**config.mk**
```make
export PLATFORM = sky130hd
export DESIGN_NAME = wb_arb2_ctrl
export DESIGN_NICKNAME = d
export VERILOG_FILES = /design/src/rtl/wb_arb2_ctrl.sv
export SDC_FILE = /design/constraint.sdc
export NUM_CORES = 1
export LEC_CHECK = 0
export CORE_AREA = 4 4 120 122
export CTS_CLUSTER_SIZE = 25
export DETAILED_ROUTE_END_ITERATION = 12
export DIE_AREA = 0 0 124 126
export PLACE_DENSITY = 0.52
export RECOVER_POWER = 50
export SYNTH_ARGS = -nofsm -noshare
export SYNTH_HDL_FRONTEND = slang
export SYNTH_SLANG_ARGS = --single-unit
```
**constraint.sdc**
```tcl
create_clock -name clk -period 2.24 [get_ports clk]
set_input_delay 0.448 -clock clk [delete_from_list [all_inputs] [get_ports clk]]
set_output_delay 0.448 -clock clk [all_outputs]
set_load 0.005 [all_outputs]
```
**src/rtl/wb_arb2_ctrl.sv**
```systemverilog
// Two-master Wishbone arbiter: round-robin grant held for a whole bus cycle.
// Define WB_ARB_TIMEOUT_EN to add a watchdog that aborts transfers the slave never answers.
module wb_arb2_ctrl #(
   parameter int unsigned adr_width      = 32,
   parameter int unsigned timeout_cycles = 1023
) (
   input  logic                 clk,
   input  logic                 reset_n,
   input  logic                 m0_cyc_i,
   input  logic                 m0_stb_i,
   input  logic                 m0_we_i,
   input  logic [adr_width-1:0] m0_adr_i,
   input  logic [31:0]          m0_dat_i,
   input  logic [3:0]           m0_sel_i,
   output logic [31:0]          m0_dat_o,
   output logic                 m0_ack_o,
   output logic                 m0_err_o,
   input  logic                 m1_cyc_i,
   input  logic                 m1_stb_i,
   input  logic                 m1_we_i,
   input  logic [adr_width-1:0] m1_adr_i,
   input  logic [31:0]          m1_dat_i,
   input  logic [3:0]           m1_sel_i,
   output logic [31:0]          m1_dat_o,
   output logic                 m1_ack_o,
   output logic                 m1_err_o,
   output logic                 s_cyc_o,
   output logic                 s_stb_o,
   output logic                 s_we_o,
   output logic [adr_width-1:0] s_adr_o,
   output logic [31:0]          s_dat_o,
   output logic [3:0]           s_sel_o,
   input  logic [31:0]          s_dat_i,
   input  logic                 s_ack_i,
   input  logic                 s_err_i
);

   localparam logic [1:0] IDLE  = 2'd0;
   localparam logic [1:0] GNT0  = 2'd1;
   localparam logic [1:0] GNT1  = 2'd2;
`ifdef WB_ARB_TIMEOUT_EN
   localparam logic [1:0] ABORT = 2'd3;
`endif

   if (timeout_cycles == 0 || timeout_cycles > 65535) begin : g_bad_timeout
      $error("wb_arb2_ctrl: timeout_cycles must be 1..65535");
   end

   logic [1:0] state, state_nxt;
   logic       last, last_nxt;
   logic       gnt_cyc, gnt_stb;
   logic       expire;

   always_comb begin
      gnt_cyc = 1'b0;
      gnt_stb = 1'b0;
      if (state == GNT0) begin
         gnt_cyc = m0_cyc_i;
         gnt_stb = m0_stb_i;
      end else if (state == GNT1) begin
         gnt_cyc = m1_cyc_i;
         gnt_stb = m1_stb_i;
      end
   end

`ifdef WB_ARB_TIMEOUT_EN
   logic [15:0] cnt, cnt_nxt;

   // Fires in the last permitted wait cycle, only if the slave stays silent in it too.
   assign expire = gnt_cyc && gnt_stb && !s_ack_i && !s_err_i
                   && (cnt == 16'(timeout_cycles - 1));

   always_comb begin
      cnt_nxt = cnt;
      if ((state_nxt == GNT0 || state_nxt == GNT1) && state_nxt != state)
         cnt_nxt = '0;
      else if (s_ack_i || s_err_i)
         cnt_nxt = '0;
      else if (gnt_stb && cnt != '1)
         cnt_nxt = cnt + 16'd1;
   end

   always_ff @(posedge clk or negedge reset_n) begin
      if (!reset_n) cnt <= '0;
      else          cnt <= cnt_nxt;
   end
`else
   assign expire = 1'b0;
`endif

   always_comb begin
      state_nxt = state;
      case (state)
         IDLE: begin
            if (m0_cyc_i && m1_cyc_i) state_nxt = last ? GNT0 : GNT1;
            else if (m0_cyc_i)        state_nxt = GNT0;
            else if (m1_cyc_i)        state_nxt = GNT1;
         end
         GNT0: begin
            if (!m0_cyc_i)   state_nxt = m1_cyc_i ? GNT1 : IDLE;
`ifdef WB_ARB_TIMEOUT_EN
            else if (expire) state_nxt = ABORT;
`endif
         end
         GNT1: begin
            if (!m1_cyc_i)   state_nxt = m0_cyc_i ? GNT0 : IDLE;
`ifdef WB_ARB_TIMEOUT_EN
            else if (expire) state_nxt = ABORT;
`endif
         end
`ifdef WB_ARB_TIMEOUT_EN
         // last still names the aborted master, so wait for that one to drop cyc.
         ABORT: if (!(last ? m1_cyc_i : m0_cyc_i)) state_nxt = IDLE;
`endif
         default: state_nxt = IDLE;
      endcase
   end

   always_comb begin
      last_nxt = last;
      if (state_nxt == GNT0)      last_nxt = 1'b0;
      else if (state_nxt == GNT1) last_nxt = 1'b1;
   end

   always_ff @(posedge clk or negedge reset_n) begin
      if (!reset_n) begin
         state <= IDLE;
         last  <= 1'b1;
      end else begin
         state <= state_nxt;
         last  <= last_nxt;
      end
   end

   assign m0_dat_o = s_dat_i;
   assign m1_dat_o = s_dat_i;

   always_comb begin
      s_cyc_o  = 1'b0;
      s_stb_o  = 1'b0;
      s_we_o   = 1'b0;
      s_adr_o  = '0;
      s_dat_o  = '0;
      s_sel_o  = '0;
      m0_ack_o = 1'b0;
      m0_err_o = 1'b0;
      m1_ack_o = 1'b0;
      m1_err_o = 1'b0;
      if (state == GNT0) begin
         s_cyc_o  = m0_cyc_i && !expire;
         s_stb_o  = m0_stb_i && !expire;
         s_we_o   = m0_we_i;
         s_adr_o  = m0_adr_i;
         s_dat_o  = m0_dat_i;
         s_sel_o  = m0_sel_i;
         m0_ack_o = s_ack_i;
         m0_err_o = s_err_i || expire;
      end else if (state == GNT1) begin
         s_cyc_o  = m1_cyc_i && !expire;
         s_stb_o  = m1_stb_i && !expire;
         s_we_o   = m1_we_i;
         s_adr_o  = m1_adr_i;
         s_dat_o  = m1_dat_i;
         s_sel_o  = m1_sel_i;
         m1_ack_o = s_ack_i;
         m1_err_o = s_err_i || expire;
      end
   end

endmodule

```
==> summary.md, run 1 <==
| Metric | Value |
|---|---|
| Outcome | `completed` |
| Top post-synthesis cells by count | `buf_4, a22o_1, buf_6, and2_1, nor2b_1` |
| DR iter-0 viols | `44` |
| CP max stage delay | `~0.51 ns` |
| CTS Sinks | `3` |
| DP Worst Slack | `~0.068 ns` |
| Sequential share of power | `~4.6%` |
| Top cell type's share of synthesized area | `between 40 and 50%` |
| Critical path endpoint category | `output pin` |
| Gate power share | `81.5%` |
| H-tree Lvls | `1` |
| CTS tree | `done` |
| Ys async rst share | `between 90% and 100%` |
| Cts bufs inserted | `3` |
| Fillers | `around 1,400` |
| Reg2reg setup slack | `0.80 ns` |
| Drt pass-1 iters | `2` |
| CP Class | `reg2out` |
| WL final | `8592 um` |
| Grt met1 use | `8.677%` |
| Drt drc | `0` |
| Fin util | `27.19%` |
| Port Buffer Count | `220` |
| DP HPWL | `6901 um` |
| Hold path startpoint | `last$_DFFE_PN1P_` |
| Sw power | `674.6 uW` |
| Final Max Tran Viols | `0` |
| Tightest Pin Transition | `0.2065 ns` |
| Final worst path period need | `2.229 ns` |
| Vias after detailed routing | `around 1,900` |
| Clock network fraction of total power | `13.8%` |
| CTS Hold Bufs | `0` |
| Final Skew | `~0.001 ns` |
| Synthesis-to-finish area growth | `148.6%` |
| Clock latency on the worst-skew pair | `0.22 ns` |
| P_int | `1.388 mW` |
| Syn Inst Count | `171` |
| Number of global-route vias before repair | `roughly 2,100` |
| Slew headroom | `86.23%` |
| Max Clk Rate | `about 450 MHz` |
| Worst path slowest cell | `clkdlybuf4s50_1` |
| All-layer global routing usage | `under 10%` |
| Critical path, cell by cell | `nor2b_4 > buf_12 > and2_1 > clkdlybuf4s50_1` |
| Fraction of the yosys area taken by sequential cells | `5.291%` |
| IO Count | `between 300 and 400` |
| Worst path required time | `around 1.8 ns` |
| Worst Reg-to-Reg Cells | `5` |
| Vert. Die Dim | `126 um` |
| Synthesized flop and latch total | `3` |
| Sw Ratio | `approximately a third` |
| Chip Width | `124 um` |
| Worst-path maximum fanout | `43` |
| DRT antenna net count | `0` |
| Met3 Usage GRT | `3.767%` |
| Grt total ovfl | `0` |
| Mean area per synthesized cell | `8.436 um^2` |
| Post-route cell area | `3586 um^2` |
| CP arrival | `1.78 ns` |
| EDFF count, synth | `0` |
| Final Hold Viols | `0` |
| Slack of the critical path | `0.01105 ns` |
| Initial Utilization | `10.94%` |
| P_leak | `1.910 nW` |
| Ys flop type | `dfrtp_1` |
| Die area | `15,620 um^2` |
| Synth area leader | `a22o_1` |
| Fin crit share | `99.51%` |
| # setup viols final | `0` |
| Mapped Area | `1443 um^2` |
| Reg-to-Reg End | `last$_DFFE_PN1P_` |
| RSZ-0062 raised after global routing | `yes` |
| Hold Path Class | `reg2reg` |
| Synth area leaders | `a22o_1, buf_4, buf_6, dfrtp_1, dfstp_2` |
| Maxcap violations | `0` |
| Global-route layer with the greatest usage | `met2` |
| Root Driver | `clkbuf_16` |
| Largest net degree at the start of global routing | `44` |
| Clock Path Buffers | `2` |
| Synth unique cells | `15` |
| CP startpoint kind | `register` |
| Syn_nets | `350` |
| Core ar. | `13,190 um^2` |
| RR Startpoint | `state[1]$_DFF_PN0_` |
| Total power draw | `2.063 mW` |
| Synth warn | `0` |
| Row count | `42` |
| Top-count cell post-synth | `buf_4` |
| Dpl cell area | `3341 um^2` |
| Worst hold path depth | `2` |
| Pwr/cell area | `575.3 nW/um^2` |
| CTS clk-pin slew, worst paths | `around 0.03 ns` |
| Via density | `3.841` |
| WL per Instance | `17.12 um` |
| End of the worst hold path | `last$_DFFE_PN1P_` |
| Worst VDD drop | `0.0002865 V` |
| Diodes inserted | `0` |
| First-pass GRT wire length | `11,530 um` |
| Initial antenna violation count | `0` |
| Final Net Count | `a little over 500` |
| Placer congestion estimate | `0.7154` |
| Grt met2 use | `18.07%` |
| Share of cells above drive strength 1 | `about 6.7%` |
[cells by family (layout without fill, tap and decap cells)]
| family | after synthesis | in the layout | synth area share (%) |
|---|---|---|---|
| buf+inv | 81 | 236 | 43.71 |
| compound gates | 75 | 75 | 45.45 |
| simple gates | 10 | 10 | 3.990 |
| flops | 3 | 3 | 5.291 |
| fa+ha+maj | 1 | 1 | 0.8672 |
| mux | 1 | 1 | 0.6939 |
[registers in the layout, indices dropped and copies added, names as in the netlist]
register  flops
state         2
last          1
[worst max path at each step]
stage | startpoint | endpoint | depth (start not counted)
after floorplan | state[1]$_DFF_PN0_ | s_adr_o[0] | 4
after global placement | m0_dat_i[7] | s_dat_o[7] | 3
after detailed placement | m0_dat_i[7] | s_dat_o[7] | 3
after CTS | state[0]$_DFF_PN0_ | m0_ack_o | 4
after global routing | state[1]$_DFF_PN0_ | s_cyc_o | 5
final | state[0]$_DFF_PN0_ | m0_ack_o | 4
[layout make-up]
class | count | area (um^2) | share of cell area (%)
clock buffer | 4 | 78.83 | 2.198
inverter | 1 | 3.754 | 0.1047
multi-input combinational | 87 | 777.0 | 21.67
sequential | 3 | 77.57 | 2.163
tap | 176 | 220.2 | 6.141
timing repair buffer | 231 | 2429 | 67.73
[metrics by stage]
step           hold slack [ns]  TNS, ns  instances
2_1_floorplan           0.1524        0        171
3_3_place_gp            0.4783        0        492
3_5_place_dp            0.4788        0        492
4_1_cts                 0.4193  -0.1037        497
5_1_grt                 0.4989  -0.2326        502
6_report                0.4829        0        502
[cell usage in the layout, fill, tap and decap left out, types with 2 or more instances in the layout]
| cell | count |
|---|---|
| clkdlybuf4s50_1 | 169 |
| a22o_1 | 69 |
| dlymetal6s2s_1 | 35 |
| dlygate4sd2_1 | 15 |
| and2_1 | 4 |
| clkbuf_16 | 4 |
| buf_12 | 4 |
| buf_4 | 4 |
| a22o_4 | 3 |
| nor2_1 | 2 |
| nor2b_4 | 2 |
| buf_6 | 2 |
[power groups by stage]
stage | clock (mW) | combinational, mW | sequential (mW)
after global placement | 0 | 1.71 | 0.0968
final | 0.286 | 1.68 | 0.0956
after global routing | 0.295 | 1.81 | 0.0999
after CTS | 0.288 | 1.70 | 0.0956
after floorplan | 0 | 0.775 | 0.0881
after detailed placement | 0 | 1.71 | 0.0973
[critical path: cells and delay by family, from the launching register on]
kind	cells	cell delay [ns]
simple gates	2	0.40
flops	1	0.40
buf+inv	2	0.73
[per-layer routing]
metal  routed length [um]  up-vias  share of wire [%]
li1                     -      894                  -
met1                 2826      847                 33
met2                 4423      159                 51
met3                 1139       28                 13
met4                  202        0                2.4
met5                    0        -                  0
[what timing repair did]
action,4_1_cts,5_1_grt
gates resized for setup,18,37
pin swaps,3,0
hold endpoints to repair,0,0
endpoints found under the setup margin,58,47
buffers inserted,1,3
cloned,0,2
No activity file was read; power rests on OpenSTA's default activity.
==> run 2: changes to the inputs <==
--- a/config.mk
+++ b/config.mk
@@ -10,7 +10,6 @@
 export DETAILED_ROUTE_END_ITERATION = 12
 export DIE_AREA = 0 0 124 126
 export PLACE_DENSITY = 0.52
-export RECOVER_POWER = 50
 export SYNTH_ARGS = -nofsm -noshare
 export SYNTH_HDL_FRONTEND = slang
 export SYNTH_SLANG_ARGS = --single-unit
==> run 2 against run 1 <==
Via count unchanged; sequential power about the same; total power about the same; routed wire length unchanged; critical path type unchanged; clock power about the same; hold slack worse by 0.065 ns; count of clock-buffer cells in the layout unchanged; final area unchanged; flip-flop and latch count unchanged.
==> summary.md, run 2 (synthesis gave the netlist of run 1 again) <==
| Metric | Value |
|---|---|
| Outcome | `completed` |
| Critical path endpoint category | `output pin` |
| CP startpoint kind | `register` |
| Diodes inserted | `0 (unchanged)` |
| Fin crit share | `99.51% (unchanged)` |
| # setup viols final | `0 (unchanged)` |
| CP Class | `reg2out` |
| Synthesis-to-finish area growth | `148.6% (unchanged)` |
| All-layer global routing usage | `9.417% (unchanged)` |
| Initial Utilization | `10.94% (unchanged)` |
| CTS clk-pin slew, worst paths | `0.03 ns (about the same)` |
| Slew headroom | `86.23% (unchanged)` |
| First-pass GRT wire length | `11,530 um (unchanged)` |
| Pwr/cell area | `575.4 nW/um^2 (about the same)` |
| CTS tree | `done` |
| Placer congestion estimate | `0.7154 (unchanged)` |
| Most frequent cells in the layout | `clkdlybuf4s50_1, a22o_1, dlymetal6s2s_1` |
| Largest net degree at the start of global routing | `44 (unchanged)` |
| Die area | `15,620 um^2 (unchanged)` |
| Drt pass-1 iters | `2 (unchanged)` |
| Drt drc | `0 (unchanged)` |
| Tightest Pin Transition | `0.2065 ns (unchanged)` |
| Final Skew | `0.001030 ns (unchanged)` |
| Core ar. | `13,190 um^2 (unchanged)` |
| RSZ-0062 raised after global routing | `yes` |
| Cts bufs inserted | `3 (unchanged)` |
| Initial antenna violation count | `0 (unchanged)` |
| Number of flip-flops in the largest register | `2 (unchanged)` |
| Post-route cell area | `3586 um^2 (unchanged)` |
| CP arrival | `1.78 ns (about the same)` |
| Dpl cell area | `3341 um^2 (unchanged)` |
| DP HPWL | `6901 um (unchanged)` |
| Non-Filler Instances | `502 (unchanged)` |
| DR iter-0 viols | `44 (unchanged)` |
| Cell Count Post-Placement | `492 (unchanged)` |
| Root Driver | `clkbuf_16` |
| Number of global-route vias before repair | `2,139 (unchanged)` |
| Reg with most FFs | `state` |
| Row count | `42 (unchanged)` |
| WL per Instance | `17.12 um (unchanged)` |
| Max Clk Rate | `448.6 MHz (unchanged)` |
| Final Max Tran Viols | `0 (unchanged)` |
| DRT antenna net count | `0 (unchanged)` |
| Worst-path maximum fanout | `43 (unchanged)` |
| Reg2reg setup slack | `0.80 ns (about the same)` |
| H-tree Lvls | `1 (unchanged)` |
| Top flop regs | `state: 2 flops, last: 1 flops` |
| Chip Width | `124 um (unchanged)` |
| Most common cell after layout, fill and taps aside | `clkdlybuf4s50_1` |
| Hold Path Class | `in2async` |
| Final Net Count | `506 (unchanged)` |
| Vert. Die Dim | `126 um (unchanged)` |
| Share of cells above drive strength 1 | `6.748% (unchanged)` |
| WL final | `8592 um (unchanged)` |
| Port Buffer Count | `220 (unchanged)` |
| Final worst path period need | `2.229 ns (unchanged)` |
| Clock latency on the worst-skew pair | `0.22 ns (about the same)` |
| Final Hold Viols | `0 (unchanged)` |
| Grt total ovfl | `0 (unchanged)` |
| Via density | `3.841 (unchanged)` |
| IO Count | `317 (unchanged)` |
| Worst VDD drop | `0.0002865 V (unchanged)` |
| CTS Sinks | `3 (unchanged)` |
| Vias after detailed routing | `1,928 (unchanged)` |
| Worst path required time | `1.79 ns (about the same)` |
| Maxcap violations | `0 (unchanged)` |
| Clock Path Buffers | `2 (unchanged)` |
| P_leak | `1.910 nW (about the same)` |
run 2: worst max-delay path, stage by stage (launching register included):
cell	delay (ns)
dfrtp_2	0.40
nor2b_4	0.22
buf_12	0.22
and2_1	0.18
clkdlybuf4s50_1	0.51
run 2: cell type report:
class	count	area [um^2]
Clock buffer	4	78.83
Tap cell	176	220.2
Fill cell	1420	9604
Multi-Input combinational cell	87	777.0
Sequential cell	3	77.57
Timing Repair Buffer	231	2429
Inverter	1	3.754
run 2: final timing paths:
| check | from | end | cells past startpoint |
|---|---|---|---|
| worst max-delay path | state[0]$_DFF_PN0_ | m0_ack_o | 4 |
| worst min-delay path | reset_n | state[1]$_DFF_PN0_ | 1 |
| worst max register to register | state[1]$_DFF_PN0_ | last$_DFFE_PN1P_ | 5 |
| worst min register to register | last$_DFFE_PN1P_ | last$_DFFE_PN1P_ | 2 |
| max in group asynchronous | reset_n | last$_DFFE_PN1P_ | 1 |
| min in group clk | last$_DFFE_PN1P_ | last$_DFFE_PN1P_ | 2 |
run 2: per-stage QoR:
step | setup WS, ns | power (mW) | TNS (ns) | hold slack (ns) | utilization [%]
finish | 0.01105 | 2.063 | 0 | 0.4178 | 27.19
global route | -0.06304 | 2.208 | -0.2326 | 0.4289 | 27.19
CTS | -0.02206 | 2.086 | -0.1037 | 0.4193 | 25.98
detailed placement | 0.06758 | 1.812 | 0 | 0.4788 | 25.33
global placement | 0.05466 | 1.805 | 0 | 0.4783 | 25.33
floorplan | 0.7458 | 0.8633 | 0 | 0.1524 | -
run 2: repair_timing:
item                       in CTS  in global routing
pin swaps                       3                  0
buffers inserted                1                  3
hold buffers                    0                  0
cloned                          0                  2
hold endpoints to repair        0                  0
gates resized for setup        18                 37
setup endpoints to repair      58                 47
run 2: routing by layer:
layer | GRT usage, % | routed length, um | part of all wire [%]
met5 | 0 | 0 | 0
met4 | 3.608 | 202 | 2.4
met3 | 3.767 | 1139 | 13
met2 | 18.07 | 4423 | 51
met1 | 8.677 | 2827 | 33
run 2: report_power, final:
group	internal, mW	switching [mW]
clock	0.235	0.0505
combinational	1.08	0.606
sequential	0.0769	0.0187
